## src/rtl/booth_pkg.sv

```systemverilog
// Shared constants and types for the radix-4 Booth sequential multiplier.
// The early-termination build option is BOOTH_SEQ_EARLY_TERM_EN (used in booth_seq_mul).
package booth_pkg;

  localparam int OP_W   = 16;
  localparam int ITER_N = 8;
  localparam int CNT_W  = 4;
  localparam int ACC_W  = 2 * OP_W;

  typedef enum logic [1:0] {
    ST_IDLE = 2'd0,
    ST_RUN  = 2'd1,
    ST_DONE = 2'd2
  } state_e;

  typedef struct packed {
    logic neg;
    logic zero;
    logic one;
    logic two;
  } booth_sel_t;

endpackage

```

## src/rtl/booth_enc.sv

```systemverilog
// Radix-4 Booth recoder: maps one overlapping 3-bit multiplier group to a
// {neg, zero, one, two} select.
module booth_enc
  import booth_pkg::*;
(
  input  logic [2:0] grp,
  output booth_sel_t sel
);

  // Booth group decode
  always_comb begin
    sel = '{neg: 1'b0, zero: 1'b1, one: 1'b0, two: 1'b0};
    case (grp)
      3'b000:  sel = '{neg: 1'b0, zero: 1'b1, one: 1'b0, two: 1'b0};
      3'b001:  sel = '{neg: 1'b0, zero: 1'b0, one: 1'b1, two: 1'b0};
      3'b010:  sel = '{neg: 1'b0, zero: 1'b0, one: 1'b1, two: 1'b0};
      3'b011:  sel = '{neg: 1'b0, zero: 1'b0, one: 1'b0, two: 1'b1};
      3'b100:  sel = '{neg: 1'b1, zero: 1'b0, one: 1'b0, two: 1'b1};
      3'b101:  sel = '{neg: 1'b1, zero: 1'b0, one: 1'b1, two: 1'b0};
      3'b110:  sel = '{neg: 1'b1, zero: 1'b0, one: 1'b1, two: 1'b0};
      3'b111:  sel = '{neg: 1'b0, zero: 1'b1, one: 1'b0, two: 1'b0};
      default: sel = '{neg: 1'b0, zero: 1'b1, one: 1'b0, two: 1'b0};
    endcase
  end

endmodule

```

## src/rtl/booth_seq_mul.sv

```systemverilog
// Sequential 16x16 signed radix-4 Booth multiplier, one group per RUN cycle.
// Define BOOTH_SEQ_EARLY_TERM_EN to leave RUN once every remaining group encodes zero.
module booth_seq_mul
  import booth_pkg::*;
(
  input  logic        clk,
  input  logic        rst,
  input  logic        in_valid,
  output logic        in_ready,
  input  logic [15:0] a,
  input  logic [15:0] b,
  output logic        out_valid,
  input  logic        out_ready,
  output logic [31:0] prod,
  output logic        busy
);

  state_e             state_q, state_d;
  logic [OP_W-1:0]    a_q, a_d;
  logic [OP_W:0]      mreg_q, mreg_d;
  logic [ACC_W-1:0]   acc_q, acc_d;
  logic [CNT_W-1:0]   cnt_q, cnt_d;

  booth_sel_t         sel_s;
  logic [ACC_W-1:0]   a_ext_s, mag_s, term_s;
  logic [OP_W:0]      mreg_shift_s;
  logic               accept_s, last_s, early_s;

  booth_enc u_enc (
    .grp (mreg_q[2:0]),
    .sel (sel_s)
  );

  // Partial-product term for the current group and the shifted multiplier
  always_comb begin
    a_ext_s = {{OP_W{a_q[OP_W-1]}}, a_q};
    if (sel_s.zero) begin
      mag_s = 32'd0;
    end else if (sel_s.two) begin
      mag_s = a_ext_s << 1;
    end else if (sel_s.one) begin
      mag_s = a_ext_s;
    end else begin
      mag_s = 32'd0;
    end
    if (sel_s.neg) begin
      term_s = ~mag_s + 32'd1;
    end else begin
      term_s = mag_s;
    end
    mreg_shift_s = {mreg_q[OP_W], mreg_q[OP_W], mreg_q[OP_W:2]};
    accept_s     = in_valid && (state_q == ST_IDLE);
    last_s       = (cnt_q == CNT_W'(ITER_N - 1));
`ifdef BOOTH_SEQ_EARLY_TERM_EN
    // All-zero or all-one multiplier left means every remaining group is zero
    early_s = (mreg_shift_s == 17'd0) || (mreg_shift_s == {17{1'b1}});
`else
    early_s = 1'b0;
`endif
  end

  // Datapath next values: load on accept, one Booth step per RUN cycle
  always_comb begin
    a_d    = a_q;
    mreg_d = mreg_q;
    acc_d  = acc_q;
    cnt_d  = cnt_q;
    if (accept_s) begin
      a_d    = a;
      mreg_d = {b, 1'b0};
      acc_d  = 32'd0;
      cnt_d  = 4'd0;
    end else if (state_q == ST_RUN) begin
      acc_d  = acc_q + (term_s << {cnt_q[2:0], 1'b0});
      mreg_d = mreg_shift_s;
      cnt_d  = cnt_q + 4'd1;
    end else begin
      a_d    = a_q;
      mreg_d = mreg_q;
      acc_d  = acc_q;
      cnt_d  = cnt_q;
    end
  end

  // Next-state logic
  always_comb begin
    state_d = state_q;
    case (state_q)
      ST_IDLE: begin
        if (in_valid) state_d = ST_RUN;
        else          state_d = ST_IDLE;
      end
      ST_RUN: begin
        if (last_s || early_s) state_d = ST_DONE;
        else                   state_d = ST_RUN;
      end
      ST_DONE: begin
        if (out_ready) state_d = ST_IDLE;
        else           state_d = ST_DONE;
      end
      default: state_d = ST_IDLE;
    endcase
  end

  // State and datapath registers
  always_ff @(posedge clk) begin
    if (rst) begin
      state_q <= ST_IDLE;
      a_q     <= 16'd0;
      mreg_q  <= 17'd0;
      acc_q   <= 32'd0;
      cnt_q   <= 4'd0;
    end else begin
      state_q <= state_d;
      a_q     <= a_d;
      mreg_q  <= mreg_d;
      acc_q   <= acc_d;
      cnt_q   <= cnt_d;
    end
  end

  // Handshake and result outputs decoded from the state register
  always_comb begin
    in_ready  = 1'b0;
    out_valid = 1'b0;
    busy      = 1'b0;
    prod      = 32'd0;
    case (state_q)
      ST_IDLE: begin
        in_ready = 1'b1;
      end
      ST_RUN: begin
        busy = 1'b1;
      end
      ST_DONE: begin
        busy      = 1'b1;
        out_valid = 1'b1;
        prod      = acc_q;
      end
      default: begin
        in_ready = 1'b0;
      end
    endcase
  end

endmodule

```

## config.mk

```make
export PLATFORM = sky130hd
export DESIGN_NAME = booth_seq_mul
export DESIGN_NICKNAME = d
export VERILOG_FILES = /design/src/rtl/booth_pkg.sv /design/src/rtl/booth_enc.sv /design/src/rtl/booth_seq_mul.sv
export SDC_FILE = /design/constraint.sdc
export NUM_CORES = 1
export LEC_CHECK = 0
export ABC_AREA = 1
export BUFFER_PORTS_ARGS = -buffer_cell sky130_fd_sc_hd__buf_2
export CAP_MARGIN = 20
export CORE_MARGIN = 2
export CORE_UTILIZATION = 45
export CTS_CLUSTER_DIAMETER = 40
export DETAILED_ROUTE_END_ITERATION = 8
export GPL_TIMING_DRIVEN = 1
export PLACE_DENSITY = 0.61
export SYNTH_ARGS = -nofsm -noshare
export SYNTH_HDL_FRONTEND = slang
export SYNTH_SLANG_ARGS = --single-unit
export TNS_END_PERCENT = 20
```

## constraint.sdc

```tcl
create_clock -name clk -period 4.25 [get_ports clk]
set_input_delay 0.425 -clock clk [delete_from_list [all_inputs] [get_ports clk]]
set_output_delay 0.425 -clock clk [all_outputs]
set_load 0.03 [all_outputs]
```

# Word-level counts from Yosys, hierarchy flattened
# Memories as Yosys holds them, arrays and structs flattened.
# Index checks and enable logic that the tools add are counted.
[word_totals]
memories = 1
wordCells = 35
reg_bits = 71
rom_bits = 32
[classes]
n_addsub = 3
n_eq_ne = 3
n_shift = 1
muxes = 14
reduce_logical = 5
bitwise = 1
[memory_table]
columns = ["name", "words", "width", "read_ports", "rd_ports_with_merged_regs", "write_ports", "line", "rtl"]
rows = [
  ["(name not given)", 8, 4, 1, 0, 0, "booth_enc.sv:13", "case (grp)"],
]
[ops]
columns = ["operator", "count"]
rows = [
  ["2-to-1 mux 32 bit", 5],
  ["adder 32 x 1 -> 32 bit, second input constant", 1],
  ["adder 32 bit", 1],
  ["inverter 32 bit", 1],
  ["left shift 32 x 4 -> 32 bit", 1],
  ["2-to-1 mux 17 bit", 1],
  ["2-to-1 mux 16 bit", 1],
  ["case mux 2 bit (3 select lines)", 1],
  ["adder 4 x 1 -> 4 bit, second input constant", 1],
  ["== test 4 x 3 -> 1 bit, second input constant", 1],
  ["2-to-1 mux 1 bit", 4],
  ["2-to-1 mux 2 bit", 2],
  ["OR reduction 2 bit", 2],
  ["== test 2 x 1 -> 1 bit, second input constant", 1],
  ["== test 2 bit, second input constant", 1],
  ["logical NOT 2 bit", 1],
  ["nonzero test 2 bit", 1],
  ["logical AND 1 bit", 1],
]

# Depth between registers and ports, before layout
# An unclocked memory read counts as a cell.
[logic_depth]
word_depth = 9
ltp_mapped = 33
mapped_depth_nobuf = 33

# Modules after synthesis
# A second synthesis with hierarchy kept.
[hier_totals]
cells_unflattened = 1158
hier_area_um2 = 6836.6
[by_module_without_submodules]
columns = ["mod", "area_each_um2", "instances", "cells_per_inst", "seq_area_each_um2"]
rows = [
  ["booth_seq_mul", 6770.2, 1, 1145, 1421.4],
  ["booth_enc", 66.3, 1, 13, 0.0],
]

# Worst setup path before layout
# Ideal clock, no wire load.
[synth_path]
kind = "register -> register"
start = "reg mreg_q[0]"
end = "reg acc_q[27]"
stages_incl_launch_ff = 29
t_required_ns = 4.141
n_path_buf = 2
slack_ns = 0.441
period_less_slack_ns = 3.809
arrival_time_ns = 3.700
setup_time_ns = 0.109
cell_sequence = "dfxtp_1 inv_1 ha_1 buf_2 buf_2 nand2_1 nor2_2 nand2_2 ha_1 inv_1 o21ai_0 xor2_1 or2_2 nand3_1 nand2_1 nand2_1 nand2_1 ha_1 nand2_1 o21ai_0 a21oi_1 nand2_1 nand2_1 o21ai_0 nand2_1 nand3_1 nand3_1 nand2_1 inv_1"
[synth_between]
elab_chain_len = 9
[synth_rtl]
columns = ["item", "line", "rtl"]
rows = [
  ["from (decl)", "booth_seq_mul.sv:20", "logic [OP_W:0] mreg_q, mreg_d;"],
  ["from (signal assigned)", "booth_seq_mul.sv:116", "mreg_q <= mreg_d;"],
  ["memory (8 x 4 bit) *", "--", ""],
  ["2-to-1 mux 32 bit", "booth_seq_mul.sv:41", "end else if (sel_s.one) begin"],
  ["2-to-1 mux 32 bit", "booth_seq_mul.sv:39", "end else if (sel_s.two) begin"],
  ["2-to-1 mux 32 bit", "booth_seq_mul.sv:37", "if (sel_s.zero) begin"],
  ["inverter 32 bit", "booth_seq_mul.sv:47", "term_s = ~mag_s + 32'd1;"],
  ["adder 32 x 1 -> 32 bit", "booth_seq_mul.sv:47", ""],
  ["2-to-1 mux 32 bit *", "booth_seq_mul.sv:46", "if (sel_s.neg) begin"],
  ["left shift 32 x 4 -> 32 bit *", "booth_seq_mul.sv:74", "acc_d = acc_q + (term_s << {cnt_q[2:0], 1'b0});"],
  ["adder 32 bit *", "booth_seq_mul.sv:74", ""],
  ["to (signal assigned)", "booth_seq_mul.sv:111", "acc_q <= 32'd0;"],
  ["to (signal assigned)", "booth_seq_mul.sv:117", "acc_q <= acc_d;"],
  ["to (decl)", "booth_seq_mul.sv:21", "logic [ACC_W-1:0] acc_q, acc_d;"],
]
# Every way passes the cells marked *; elsewhere a longest branch is shown, timed or not.
# A chain may end at the register's enable or synchronous reset.

# Worst setup path in the final report
# Same ends and word-level chain as after synthesis.

==> out/metrics.cfg <==
[status]
status = completed

[synthesis]
synth_edf_count = 0
synth_nets = 1212
yosys.area_share.adder_pct = 8.298
synth.top_cells.by_count = 303 x nand2_1, 151 x inv_1, 127 x nor2_1, 114 x nand3_1, 91 x a21oi_1
synth_top_area_share_pct = 21.62
synthesis.area_sq_um = 6574
synth_xor_area_share_pct = 2.931
yosys.area.top_type = dfxtp_1
ys_warn_count = 0
ys_types = 45
synth_top_family_by_area = simple AND/OR/NAND/NOR gates
yosysMostFrequentCell = nand2_1
synthTopCellsByArea = dfxtp_1 22%, nand2_1 17%, nand3_1 8.7%
avgSynthCellArea_sq_um = 5.802
syn_inst = 1133
post_synth_and_or_nand_nor_area_fraction_pct = 37.99
synth.area.mux_share_pct = 0.1523
yosys_most_used_dff = dfxtp_1
async_reset_ff_share_pct = 0
ys_seq_elements = 71
synth_compound_area_share_pct = 16.79
seq_area_frac_synth_pct = 21.62

[finish]
multiInputGateArea_sq_um = 4712
area_growth_pct = 21.45
nets = 1293
antenna_cells = 0
seq_area_sq_um = 1425
fillCellCount = 1555
fin_util_pct = 55.35
drive_above_1_share_pct = 18.79
fin_area_sq_um = 7984

[route]
wl_per_cell_um = 13.50
dr.pass1.iters = 5
drt_iter0_markers = 458
vias = 7132
wirelength_mm = 18.94
drc_errors = 0
ant_nets = 0
post_drt_via_cell_ratio = 5.083

[pwr]
ir_worst_vdd_uv = 183.3
pwr-share-seq_pct = 31.6
p_leak_nw = 4.332
power_density_nw_per_um2 = 297.4
switching_share_pct = 39.21
p_comb_share_pct = 37.1
power.switching_w = 0.0009310
p_int_w = 0.001443
clock_power_share_pct = 31.3
fin_total_pwr_w = 0.002374

[sta]
finalCriticalPeriod_ps = 3965
clock.fmax_ghz = 0.2522
relSlewSlack_pct = 50.74
drv_slew = 0
setup_violations = 0
hold_viol = 0
holdWs_ps = 288.3
worst_pin_slew_ps = 738.1
fin_skew_ps = 9.389
post-route-period-util_pct = 93.29

[floorplanning]
die_x_um = 124.9
initial_utilization_pct = 45.58
rows = 44
dieArea_sq_um = 15590
boundaryPins = 71
fp.dieH_um = 124.9
core_area_sq_um = 14420

[run]
max_cap_viol_count = 0

[critical_path]
cpMaxStageDelayCell = ha_2
cp_common_cell = nand2_1
crit_type = register to register
start_kind = register
rrSetupSlack_ps = 290
cp_max_fo = 16
cp.arrival_ps = 4220
required_ps = 4510
cp_slowest_stage_delay_ps = 390
critPathCaptureType = register

[clock_tree]
cts-root-buf = clkbuf_16
cts_tree = done
cts_buffers = 9
cts_max_level = 3
clk_pin_slew_ps = 70
insertion_delay_ps = 360
cts.sinks = 71
cts_buffer_depth = 2

[placement]
port_buffers = 70
gp_routability_congestion = 1.010
place_area_sq_um = 7252
dpl.hpwl_mm = 14.63

[global_routing]
overflow = 0
grt_pass1_vias = 6356
grt_start_max_net_pins = 63
grt_antenna_before_repair = 0
grt_pass1_wl_mm = 30.77
grt_use_total_pct = 23.94

[hold_path]
hp-class = primary input to register

## worst max-delay path, delay by kind of cell (launching register included)
| family | cells | cell delay (ps) |
|---|---|---|
| adders and majority gates | 3 | 760 |
| xor gates and xnor gates | 1 | 180 |
| buffers and inverters | 4 | 340 |
| and+or+nand+nor | 16 | 1680 |
| DFF | 1 | 360 |
| AOI/OAI and AO/OA | 4 | 550 |
## power groups by stage
stage | sequential (W) | combinational (W) | clock (W)
after floorplan | 0.000750 | 0.000594 | 0
after global placement | 0.000762 | 0.000787 | 0
after detailed placement | 0.000763 | 0.000785 | 0
after CTS | 0.000748 | 0.000790 | 0.000754
after global routing | 0.000757 | 0.000988 | 0.000778
final | 0.000750 | 0.000881 | 0.000743
## layer usage
layer	vias to the layer above	track usage (%)	part of all wire [%]
li1	3812	-	-
met4	0	10.78	3.1
met2	149	38.25	45
met5	-	0	0
met3	36	3.909	3.6
met1	3135	31.76	48
## state kept, by name, summed over array words and instances (netlist names)
name / cells
a_q: 16
cnt_q: 4
mreg_q: 17
state_q: 2
acc_q: 32
## logic make-up (layout without fill, tap and decap cells)
family                     after synthesis  in the layout
AOI/OAI and AO/OA                      203            203
xor gates and xnor gates                22             22
adders and majority gates               43             43
buffers and inverters                  203            289
DFF                                     71             71
muxes                                    1              1
and+or+nand+nor                        590            590
## final timing paths
| check | startpoint | cells after the start | end |
|---|---|---|---|
| setup / recovery | mreg_q[0] | 28 | acc_q[27] |
| hold / removal | rst | 2 | mreg_q[16] |
| setup reg to reg | mreg_q[0] | 28 | acc_q[27] |
| hold reg to reg | mreg_q[9] | 2 | mreg_q[7] |
## metrics by stage
step           instances  setup TNS (ps)  setup WS, ps
4_1_cts             1396               0        0.3109
6_report            1403               0         285.4
3_3_place_gp        1380          -91.67        -43.95
2_1_floorplan       1133               0         440.7
3_5_place_dp        1380          -96.26        -55.99
5_1_grt             1403          -31.29        -20.17
## cells in the final DEF, fill, tap and decap left out, types with 9 or more instances in the layout
master	Yosys	layout
nor2_1	127	122
a21oi_1	91	79
a21oi_2	1	12
xor2_1	15	15
clkbuf_16	0	9
nand3_2	4	16
o21ai_1	8	11
nand2_1	303	291
o21ai_0	74	68
inv_1	151	151
dfxtp_1	71	68
buf_2	3	70
nand3_1	114	102
buf_4	0	44
nand2_2	3	14
ha_1	42	28
## cell type report
class                           instances  area share [%]
Tap cell                              184           2.884
Timing Repair Buffer                  117           9.372
Clock buffer                            9           2.821
Multi-Input combinational cell        859           59.02
Sequential cell                        71           17.85
Clock inverter                          7          0.7209
Inverter                              156           7.334
## timing repair
action	in CTS	in global routing
hold buffers	0	0
buffers inserted	0	6
hold endpoints to repair	0	0
endpoints found under the setup margin	3	22
resized for setup	3	87
pin swaps	0	13
Note: power is estimated with default switching activity, not from simulation.
